## src/rtl/npu_drv_pkg.sv

```systemverilog
// -----------------------------------------------------------------------------
// npu_drv_pkg
// Shared types and constants for the NPU host driver.
//   drv_state_e       : driver FSM states
//   PIXEL_W           : width of one pixel / result byte
//   DEFAULT_NUM_BYTES : default row length in pixels
// -----------------------------------------------------------------------------
package npu_drv_pkg;

    localparam int PIXEL_W           = 8;
    localparam int DEFAULT_NUM_BYTES = 32;

    typedef enum logic [2:0] {
        IDLE      = 3'd0,
        START     = 3'd1,
        SEND      = 3'd2,
        GAP       = 3'd3,
        WAIT_DONE = 3'd4
    } drv_state_e;

endpackage

```

## src/rtl/npu_host_driver_if.sv

```systemverilog
// -----------------------------------------------------------------------------
// npu_host_driver_if
// Pin bundle between the host driver and the NPU row-processing controller.
//   start    : one-cycle start pulse (driver -> controller)
//   rx_data  : pixel byte           (driver -> controller)
//   rx_valid : qualifies rx_data    (driver -> controller)
//   tx_data  : result byte          (controller -> driver)
//   done     : one-cycle done pulse, tx_data valid alongside (controller -> driver)
// Modports: master = driver side, slave = controller side.
// -----------------------------------------------------------------------------
interface npu_host_driver_if;
    import npu_drv_pkg::*;

    logic               start;
    logic [PIXEL_W-1:0] rx_data;
    logic               rx_valid;
    logic [PIXEL_W-1:0] tx_data;
    logic               done;

    modport master (output start, output rx_data, output rx_valid,
                    input  tx_data, input done);
    modport slave  (input  start, input rx_data, input rx_valid,
                    output tx_data, output done);
endinterface

```

## src/rtl/npu_drv_row_buf.sv

```systemverilog
// -----------------------------------------------------------------------------
// npu_drv_row_buf
// NUM_BYTES x PIXEL_W register file holding one pixel row.
//   clk, rst         : clock, asynchronous active-high reset (clears all cells)
//   lock             : write lock (driven from busy); writes ignored while high
//   wr_en/addr/data  : write port; addresses >= NUM_BYTES are dropped
//   rd_addr/rd_data  : asynchronous read port
// -----------------------------------------------------------------------------
module npu_drv_row_buf
    import npu_drv_pkg::*;
#(
    parameter int NUM_BYTES = DEFAULT_NUM_BYTES,
    parameter int AW        = 5
) (
    input  logic               clk,
    input  logic               rst,
    input  logic               lock,
    input  logic               wr_en,
    input  logic [AW-1:0]      wr_addr,
    input  logic [PIXEL_W-1:0] wr_data,
    input  logic [AW-1:0]      rd_addr,
    output logic [PIXEL_W-1:0] rd_data
);

    logic [PIXEL_W-1:0] cells [NUM_BYTES];

    // One register per cell; an out-of-range address matches no cell, so
    // such writes fall away without extra decode.
    generate
        for (genvar gi = 0; gi < NUM_BYTES; gi++) begin : g_cell
            logic [PIXEL_W-1:0] cell_reg;

            always_ff @(posedge clk or posedge rst) begin
                if (rst) begin
                    cell_reg <= '0;
                end else if (wr_en && !lock && (32'(wr_addr) == gi)) begin
                    cell_reg <= wr_data;
                end
            end

            assign cells[gi] = cell_reg;
        end
    endgenerate

    assign rd_data = cells[rd_addr];

endmodule

```

## src/rtl/npu_host_driver.sv

```systemverilog
// -----------------------------------------------------------------------------
// npu_host_driver
// Host-side driver for the NPU controller byte interface. Buffers one row
// written by the host; on go pulses start, streams the row as a
// valid-qualified byte stream (optionally gapped), then waits for done and
// captures the result byte. All outputs are registered.
//   clk, rst            : clock, asynchronous active-high reset
//   wr_en/wr_addr/wr_data : host row-buffer write (ignored while busy)
//   go                  : start request (ignored while busy)
//   busy                : transaction in progress
//   npu (master)        : start/rx_data/rx_valid out, tx_data/done in
//   result/result_valid : captured result and its one-cycle strobe
//   timeout_err         : sticky abort flag, cleared by next accepted go
// Optional feature macro: NPU_DRV_TIMEOUT_EN (WAIT_DONE abort after
// TIMEOUT_CYCLES cycles). Undefined: waits forever, timeout_err tied to 0.
// -----------------------------------------------------------------------------
module npu_host_driver
    import npu_drv_pkg::*;
#(
    parameter int NUM_BYTES      = DEFAULT_NUM_BYTES,
    parameter int GAP_CYCLES     = 0,
    parameter int TIMEOUT_CYCLES = 1024,
    localparam int AW = (NUM_BYTES > 1) ? $clog2(NUM_BYTES) : 1,
    localparam int GW = (GAP_CYCLES > 0) ? $clog2(GAP_CYCLES + 1) : 1
) (
    input  logic                 clk,
    input  logic                 rst,
    input  logic                 wr_en,
    input  logic [AW-1:0]        wr_addr,
    input  logic [PIXEL_W-1:0]   wr_data,
    input  logic                 go,
    output logic                 busy,
    npu_host_driver_if.master    npu,
    output logic [PIXEL_W-1:0]   result,
    output logic                 result_valid,
    output logic                 timeout_err
);

    drv_state_e         state_reg, state_next;
    logic [AW-1:0]      idx_reg, idx_next;
    logic [GW-1:0]      gap_reg, gap_next;
    logic               busy_reg, busy_next;
    logic               start_reg, start_next;
    logic [PIXEL_W-1:0] rx_data_reg, rx_data_next;
    logic               rx_valid_reg, rx_valid_next;
    logic [PIXEL_W-1:0] result_reg, result_next;
    logic               result_valid_reg, result_valid_next;
    logic [AW-1:0]      rd_addr;
    logic [PIXEL_W-1:0] rd_data;

`ifdef NPU_DRV_TIMEOUT_EN
    localparam int TW = $clog2(TIMEOUT_CYCLES + 1);
    logic [TW-1:0] wait_reg, wait_next;
    logic          timeout_err_reg, timeout_err_next;
`endif

    // busy is high exactly when the FSM is outside IDLE, so it doubles as
    // the buffer write lock; a write in the go cycle still lands.
    npu_drv_row_buf #(.NUM_BYTES(NUM_BYTES), .AW(AW)) u_row_buf (
        .clk     (clk),
        .rst     (rst),
        .lock    (busy_reg),
        .wr_en   (wr_en),
        .wr_addr (wr_addr),
        .wr_data (wr_data),
        .rd_addr (rd_addr),
        .rd_data (rd_data)
    );

    // Read address is the byte that will be presented next cycle, so the
    // registered rx_data always lines up with rx_valid.
    assign rd_addr = (state_reg == SEND) ? idx_reg + AW'(1) :
                     (state_reg == GAP)  ? idx_reg : '0;

    always_comb begin
        state_next        = state_reg;
        idx_next          = idx_reg;
        gap_next          = gap_reg;
        busy_next         = busy_reg;
        start_next        = 1'b0;
        rx_valid_next     = 1'b0;
        rx_data_next      = rx_data_reg;
        result_next       = result_reg;
        result_valid_next = 1'b0;
`ifdef NPU_DRV_TIMEOUT_EN
        wait_next         = wait_reg;
        timeout_err_next  = timeout_err_reg;
`endif
        case (state_reg)
            IDLE: begin
                if (go) begin
                    state_next = START;
                    busy_next  = 1'b1;
                    start_next = 1'b1;
`ifdef NPU_DRV_TIMEOUT_EN
                    timeout_err_next = 1'b0;
`endif
                end
            end
            START: begin
                state_next    = SEND;
                idx_next      = '0;
                rx_valid_next = 1'b1;
                rx_data_next  = rd_data;
            end
            SEND: begin
                if (32'(idx_reg) == NUM_BYTES - 1) begin
                    state_next = WAIT_DONE;
`ifdef NPU_DRV_TIMEOUT_EN
                    wait_next  = '0;
`endif
                end else begin
                    idx_next = idx_reg + AW'(1);
                    if (GAP_CYCLES > 0) begin
                        state_next = GAP;
                        gap_next   = '0;
                    end else begin
                        rx_valid_next = 1'b1;
                        rx_data_next  = rd_data;
                    end
                end
            end
            GAP: begin
                if (32'(gap_reg) == GAP_CYCLES - 1) begin
                    state_next    = SEND;
                    rx_valid_next = 1'b1;
                    rx_data_next  = rd_data;
                end else begin
                    gap_next = gap_reg + GW'(1);
                end
            end
            WAIT_DONE: begin
                // done is checked first so it wins over a same-cycle expiry
                if (npu.done) begin
                    state_next        = IDLE;
                    busy_next         = 1'b0;
                    result_next       = npu.tx_data;
                    result_valid_next = 1'b1;
                end
`ifdef NPU_DRV_TIMEOUT_EN
                else if (32'(wait_reg) == TIMEOUT_CYCLES - 1) begin
                    state_next       = IDLE;
                    busy_next        = 1'b0;
                    timeout_err_next = 1'b1;
                end else begin
                    wait_next = wait_reg + TW'(1);
                end
`endif
            end
            default: begin
                state_next = IDLE;
                busy_next  = 1'b0;
            end
        endcase
    end

    always_ff @(posedge clk or posedge rst) begin
        if (rst) begin
            state_reg        <= IDLE;
            idx_reg          <= '0;
            gap_reg          <= '0;
            busy_reg         <= 1'b0;
            start_reg        <= 1'b0;
            rx_data_reg      <= '0;
            rx_valid_reg     <= 1'b0;
            result_reg       <= '0;
            result_valid_reg <= 1'b0;
        end else begin
            state_reg        <= state_next;
            idx_reg          <= idx_next;
            gap_reg          <= gap_next;
            busy_reg         <= busy_next;
            start_reg        <= start_next;
            rx_data_reg      <= rx_data_next;
            rx_valid_reg     <= rx_valid_next;
            result_reg       <= result_next;
            result_valid_reg <= result_valid_next;
        end
    end

`ifdef NPU_DRV_TIMEOUT_EN
    always_ff @(posedge clk or posedge rst) begin
        if (rst) begin
            wait_reg        <= '0;
            timeout_err_reg <= 1'b0;
        end else begin
            wait_reg        <= wait_next;
            timeout_err_reg <= timeout_err_next;
        end
    end

    assign timeout_err = timeout_err_reg;
`else
    // No abort path in this build; the expression folds to 0 and only keeps
    // TIMEOUT_CYCLES referenced so both builds share one parameter list.
    assign timeout_err = (TIMEOUT_CYCLES < 0);
`endif

    assign busy         = busy_reg;
    assign npu.start    = start_reg;
    assign npu.rx_data  = rx_data_reg;
    assign npu.rx_valid = rx_valid_reg;
    assign result       = result_reg;
    assign result_valid = result_valid_reg;

endmodule

```

## src/flat_wrapper.sv

```systemverilog
// flat-port wrapper written by rule: the top's interface ports become plain ports
module npu_host_driver_flat import npu_drv_pkg::*;
#(
    parameter int NUM_BYTES      = DEFAULT_NUM_BYTES,
    parameter int GAP_CYCLES     = 0,
    parameter int TIMEOUT_CYCLES = 1024,
    localparam int AW = (NUM_BYTES > 1) ? $clog2(NUM_BYTES) : 1,
    localparam int GW = (GAP_CYCLES > 0) ? $clog2(GAP_CYCLES + 1) : 1
)
  (clk, rst, wr_en, wr_addr, wr_data, go, busy, result, result_valid, timeout_err, npu_start, npu_rx_data, npu_rx_valid, npu_tx_data, npu_done);
  npu_host_driver_if npu_i ();
  input  logic clk;
  input  logic rst;
  input  logic wr_en;
  input  logic [AW-1:0] wr_addr;
  input  logic [PIXEL_W-1:0] wr_data;
  input  logic go;
  output logic busy;
  output logic [PIXEL_W-1:0] result;
  output logic result_valid;
  output logic timeout_err;
  output wire logic [$bits(npu_i.start)-1:0] npu_start;
  output wire logic [$bits(npu_i.rx_data)-1:0] npu_rx_data;
  output wire logic [$bits(npu_i.rx_valid)-1:0] npu_rx_valid;
  input wire logic [$bits(npu_i.tx_data)-1:0] npu_tx_data;
  input wire logic [$bits(npu_i.done)-1:0] npu_done;
  assign npu_start = npu_i.start;
  assign npu_rx_data = npu_i.rx_data;
  assign npu_rx_valid = npu_i.rx_valid;
  assign npu_i.tx_data = npu_tx_data;
  assign npu_i.done = npu_done;
  npu_host_driver #(.NUM_BYTES(NUM_BYTES), .GAP_CYCLES(GAP_CYCLES), .TIMEOUT_CYCLES(TIMEOUT_CYCLES)) u_core (.clk(clk), .rst(rst), .wr_en(wr_en), .wr_addr(wr_addr), .wr_data(wr_data), .go(go), .busy(busy), .npu(npu_i), .result(result), .result_valid(result_valid), .timeout_err(timeout_err));
endmodule
```

## config.mk

```make
export PLATFORM = sky130hd
export DESIGN_NAME = npu_host_driver_flat
export DESIGN_NICKNAME = d
export VERILOG_FILES = /design/src/rtl/npu_drv_pkg.sv /design/src/rtl/npu_host_driver_if.sv /design/src/rtl/npu_drv_row_buf.sv /design/src/rtl/npu_host_driver.sv /design/src/flat_wrapper.sv
export SDC_FILE = /design/constraint.sdc
export NUM_CORES = 1
export LEC_CHECK = 0
export ABC_CLOCK_PERIOD_IN_PS = 24400
export CAP_MARGIN = 20
export CORE_ASPECT_RATIO = 1.5
export CORE_MARGIN = 10
export CORE_UTILIZATION = 35
export DETAILED_ROUTE_END_ITERATION = 12
export HOLD_SLACK_MARGIN = 0.1
export MAX_ROUTING_LAYER = met4
export SETUP_SLACK_MARGIN = 0.2
export SYNTH_ARGS = -nofsm -noshare
export SYNTH_HDL_FRONTEND = slang
export SYNTH_SLANG_ARGS = --single-unit
export TNS_END_PERCENT = 30
```

## constraint.sdc

```tcl
create_clock -name clk -period 24.4 [get_ports clk]
set_input_delay 4.88 -clock clk [delete_from_list [all_inputs] [get_ports clk]]
set_output_delay 4.88 -clock clk [all_outputs]
set_load 0.03 [all_outputs]
```

==> reports/qor.yml <==
numCtsBuffers: 27
path_class: "input pin to flip-flop"
timing.rr.start: "u_core.state_reg[0]"
whs_ns: 0.499
p_total_mw: 1.44
final_nets: 1114
fill_cells: 3545
syn_area_mm2: 0.0132
skew_ns: 0.0197
htree_levels: 1
drt-pass1-iter-count: 4
dieHeight_um: 258
r2r_cells: 7
antenna_found_initial: 1
initial_core_util: 0.353
powerDensity_mw_per_mm2: 96.6
post_cts_resized: 0
yosysTopAreaCellShare: 0.537
ys_seq_elements: 284
grt_overflow: 0
syn_inst: 1066
cts_setup_buffers: 0
maxCapViolCount: 0
muxShareOfSynthArea: 0.281
clockBufferDepth: 3
via_per_inst: 5.32
ys.flop_type: "dfrtp_1"
core_mm2: 0.0376
tightest_slew_ns: 1.01
grtUsageTotal: 0.146
hold_viol: 0
largest_reg_flops: 256
synth_top_family_by_area: "multiplexers"
finalSetupViolations: 0
yosys.area.top_type: "dfrtp_1"
dp_hpwl_um: 21100
crit_required_ns: 24.82
grt_pass1_wl_um: 52000
wl_um: 32900
max-vdd-ir-drop_mv: 0.100
min_period_over_period: 0.288
synth_compound_area_frac: 0.0370
hp-class: "flip-flop to flip-flop"
gp_congestion: 0.786
clk_latency_ns: 0.55
leakagePower_nw: 7.01
rrSetupSlack_ns: 20.31
status: "completed"
drtIter0Drc: 604
grt_max_degree: 146
rsz0062_at_grt: "no"
synth_edf_count: 0
startpoint_type: "input pin"
clock_sinks: 284
finalSetupTns_ns: 0
yosysWarnings: 0
yosys.area_share.xor_xnor: 0.00463
async_flop_share: 1.00
cts_root_buf: "clkbuf_16"
post_drt_wl_per_cell_um: 20.7
yosys.cell_types.count: 55
rows: 87
multiInputGateArea_mm2: 0.00578
port_buffers: 45
drive_gt1_frac: 0.336
yosysSeqAreaShare: 0.537
dr_total_vias: 8470
syn_avg_cell_area_um2: 12.4
post-place-ws_ns: 16.91
fin_crit_ns: 7.02
synthTopCellsByCount: "284 x dfrtp_1, 273 x mux2_2, 167 x nand2_1"
synthToLayoutAreaGrowth_pct: 12.9
ant_nets: 0
hold-path-endpoint: "u_core.u_row_buf.g_cell[3].cell_reg[3]"
min_from: "u_core.u_row_buf.g_cell[3].cell_reg[3]"
pin_count: 47
cp_max_fo: 8
critPathArrivalTime_ns: 7.44
hold-path-cell-count: 1
yosysMostFrequentCell: "dfrtp_1"
drv_slew: 0
setup_ws_ns: 17.38
regArea_mm2: 0.00711
grt_pass1_vias: 8742
r2r_end: "u_core.npu.rx_data[7]"
die_w_um: 179
die_area_mm2: 0.0462
synthTopCellsByArea: "dfrtp_1 54%, mux2_2 23%, nand2_1 4.7%"
fmax_mhz: 143
syn-num-nets: 1094
synthSimpleGateAreaFrac: 0.111
hold_buffers: 0
worstSetupEndpointType: "flip-flop"
drc: 0
synth_fa_ha_area_frac: 0.00189
path_clk_slew_ns: 0.06
cts_tree: "built"
slew_headroom: 0.326
[power by group]
part / total [mW] / leakage [nW] / internal [mW] / switching, mW
sequential: 0.543 / 3.90 / 0.513 / 0.0304
combinational: 0.506 / 2.71 / 0.170 / 0.337
clock: 0.395 / 0.395 / 0.218 / 0.177
[metal layers]
layer,up-vias,part of all wire,routed length (µm),track usage
met1,4459,0.43,14200,0.184
met3,34,0.036,1180,0.0140
met4,0,0.016,531,0.0352
li1,3828,-,-,-
met2,149,0.52,17000,0.248
met5,-,0,0,-
[area by class of cell]
cell class / instances / share of cell area
flip-flops and latches: 284 / 0.475
inverters: 5 / 0.00176
clock inverters: 5 / 0.00226
clock buffers: 39 / 0.0515
multi-input cells: 704 / 0.387
well taps: 489 / 0.0409
diodes: 1 / 0.000167
repair buffers: 64 / 0.0415
[logic make-up after synthesis]
kind of cell    after synthesis
flops                       284
xor+xnor                      4
buf+inv                      78
other cells                   1
fa+ha+maj                     2
mux                         304
compound gates               70
simple gates                323
[placed cells by master, fill, tap and decap left out, types with 2 or more instances in the layout]
master	count
nor3_1	5
nand3b_1	2
nand4b_1	4
nor2_1	23
a22o_1	3
inv_1	4
buf_4	17
nor4b_1	2
mux4_1	4
a31oi_1	9
mux4_2	22
a22oi_1	7
clkdlybuf4s50_1	45
mux2i_1	5
nor3_2	3
a2111o_1	6
clkbuf_8	5
a21oi_1	18
nand2b_1	7
clkbuf_1	7
and3_1	2
a21o_1	2
mux2_2	273
dfrtp_1	284
clkbuf_16	27
o21ai_0	10
or3_1	2
nand2_1	167
nor2b_1	3
nor3b_1	3
ha_1	2
a31o_2	6
inv_8	2
clkinv_2	3
nand3_1	90
[per-stage QoR]
stage                     cell area [µm²]  utilization  cells
after floorplan                     13200            -   1066
after global placement              14100        0.376   1544
after detailed placement            14100        0.376   1545
after CTS                           14900        0.397   1589
after global routing                15000        0.398   1591
final                               15000        0.398   1591
[worst max-delay path by stage]
stage	from	slack (ns)	endpoint	cells after the start
after global placement	wr_en	16.89	u_core.u_row_buf.g_cell[28].cell_reg[0]	6
after detailed placement	wr_en	16.91	u_core.u_row_buf.g_cell[28].cell_reg[2]	6
final	wr_en	17.38	u_core.u_row_buf.g_cell[28].cell_reg[2]	6
after CTS	wr_en	17.45	u_core.u_row_buf.g_cell[28].cell_reg[2]	6
after floorplan	rst	11.68	u_core.busy	1
after global routing	wr_en	17.24	u_core.u_row_buf.g_cell[14].cell_reg[0]	6
[worst max-delay path: stages]
cell	delay, ns
clkdlybuf4s50_1	0.45
nor2b_1	0.52
nand2b_1	0.20
nor3b_1	0.49
nand3_1	0.48
mux2_2	0.42
No activity file was read; power rests on OpenSTA's default activity.
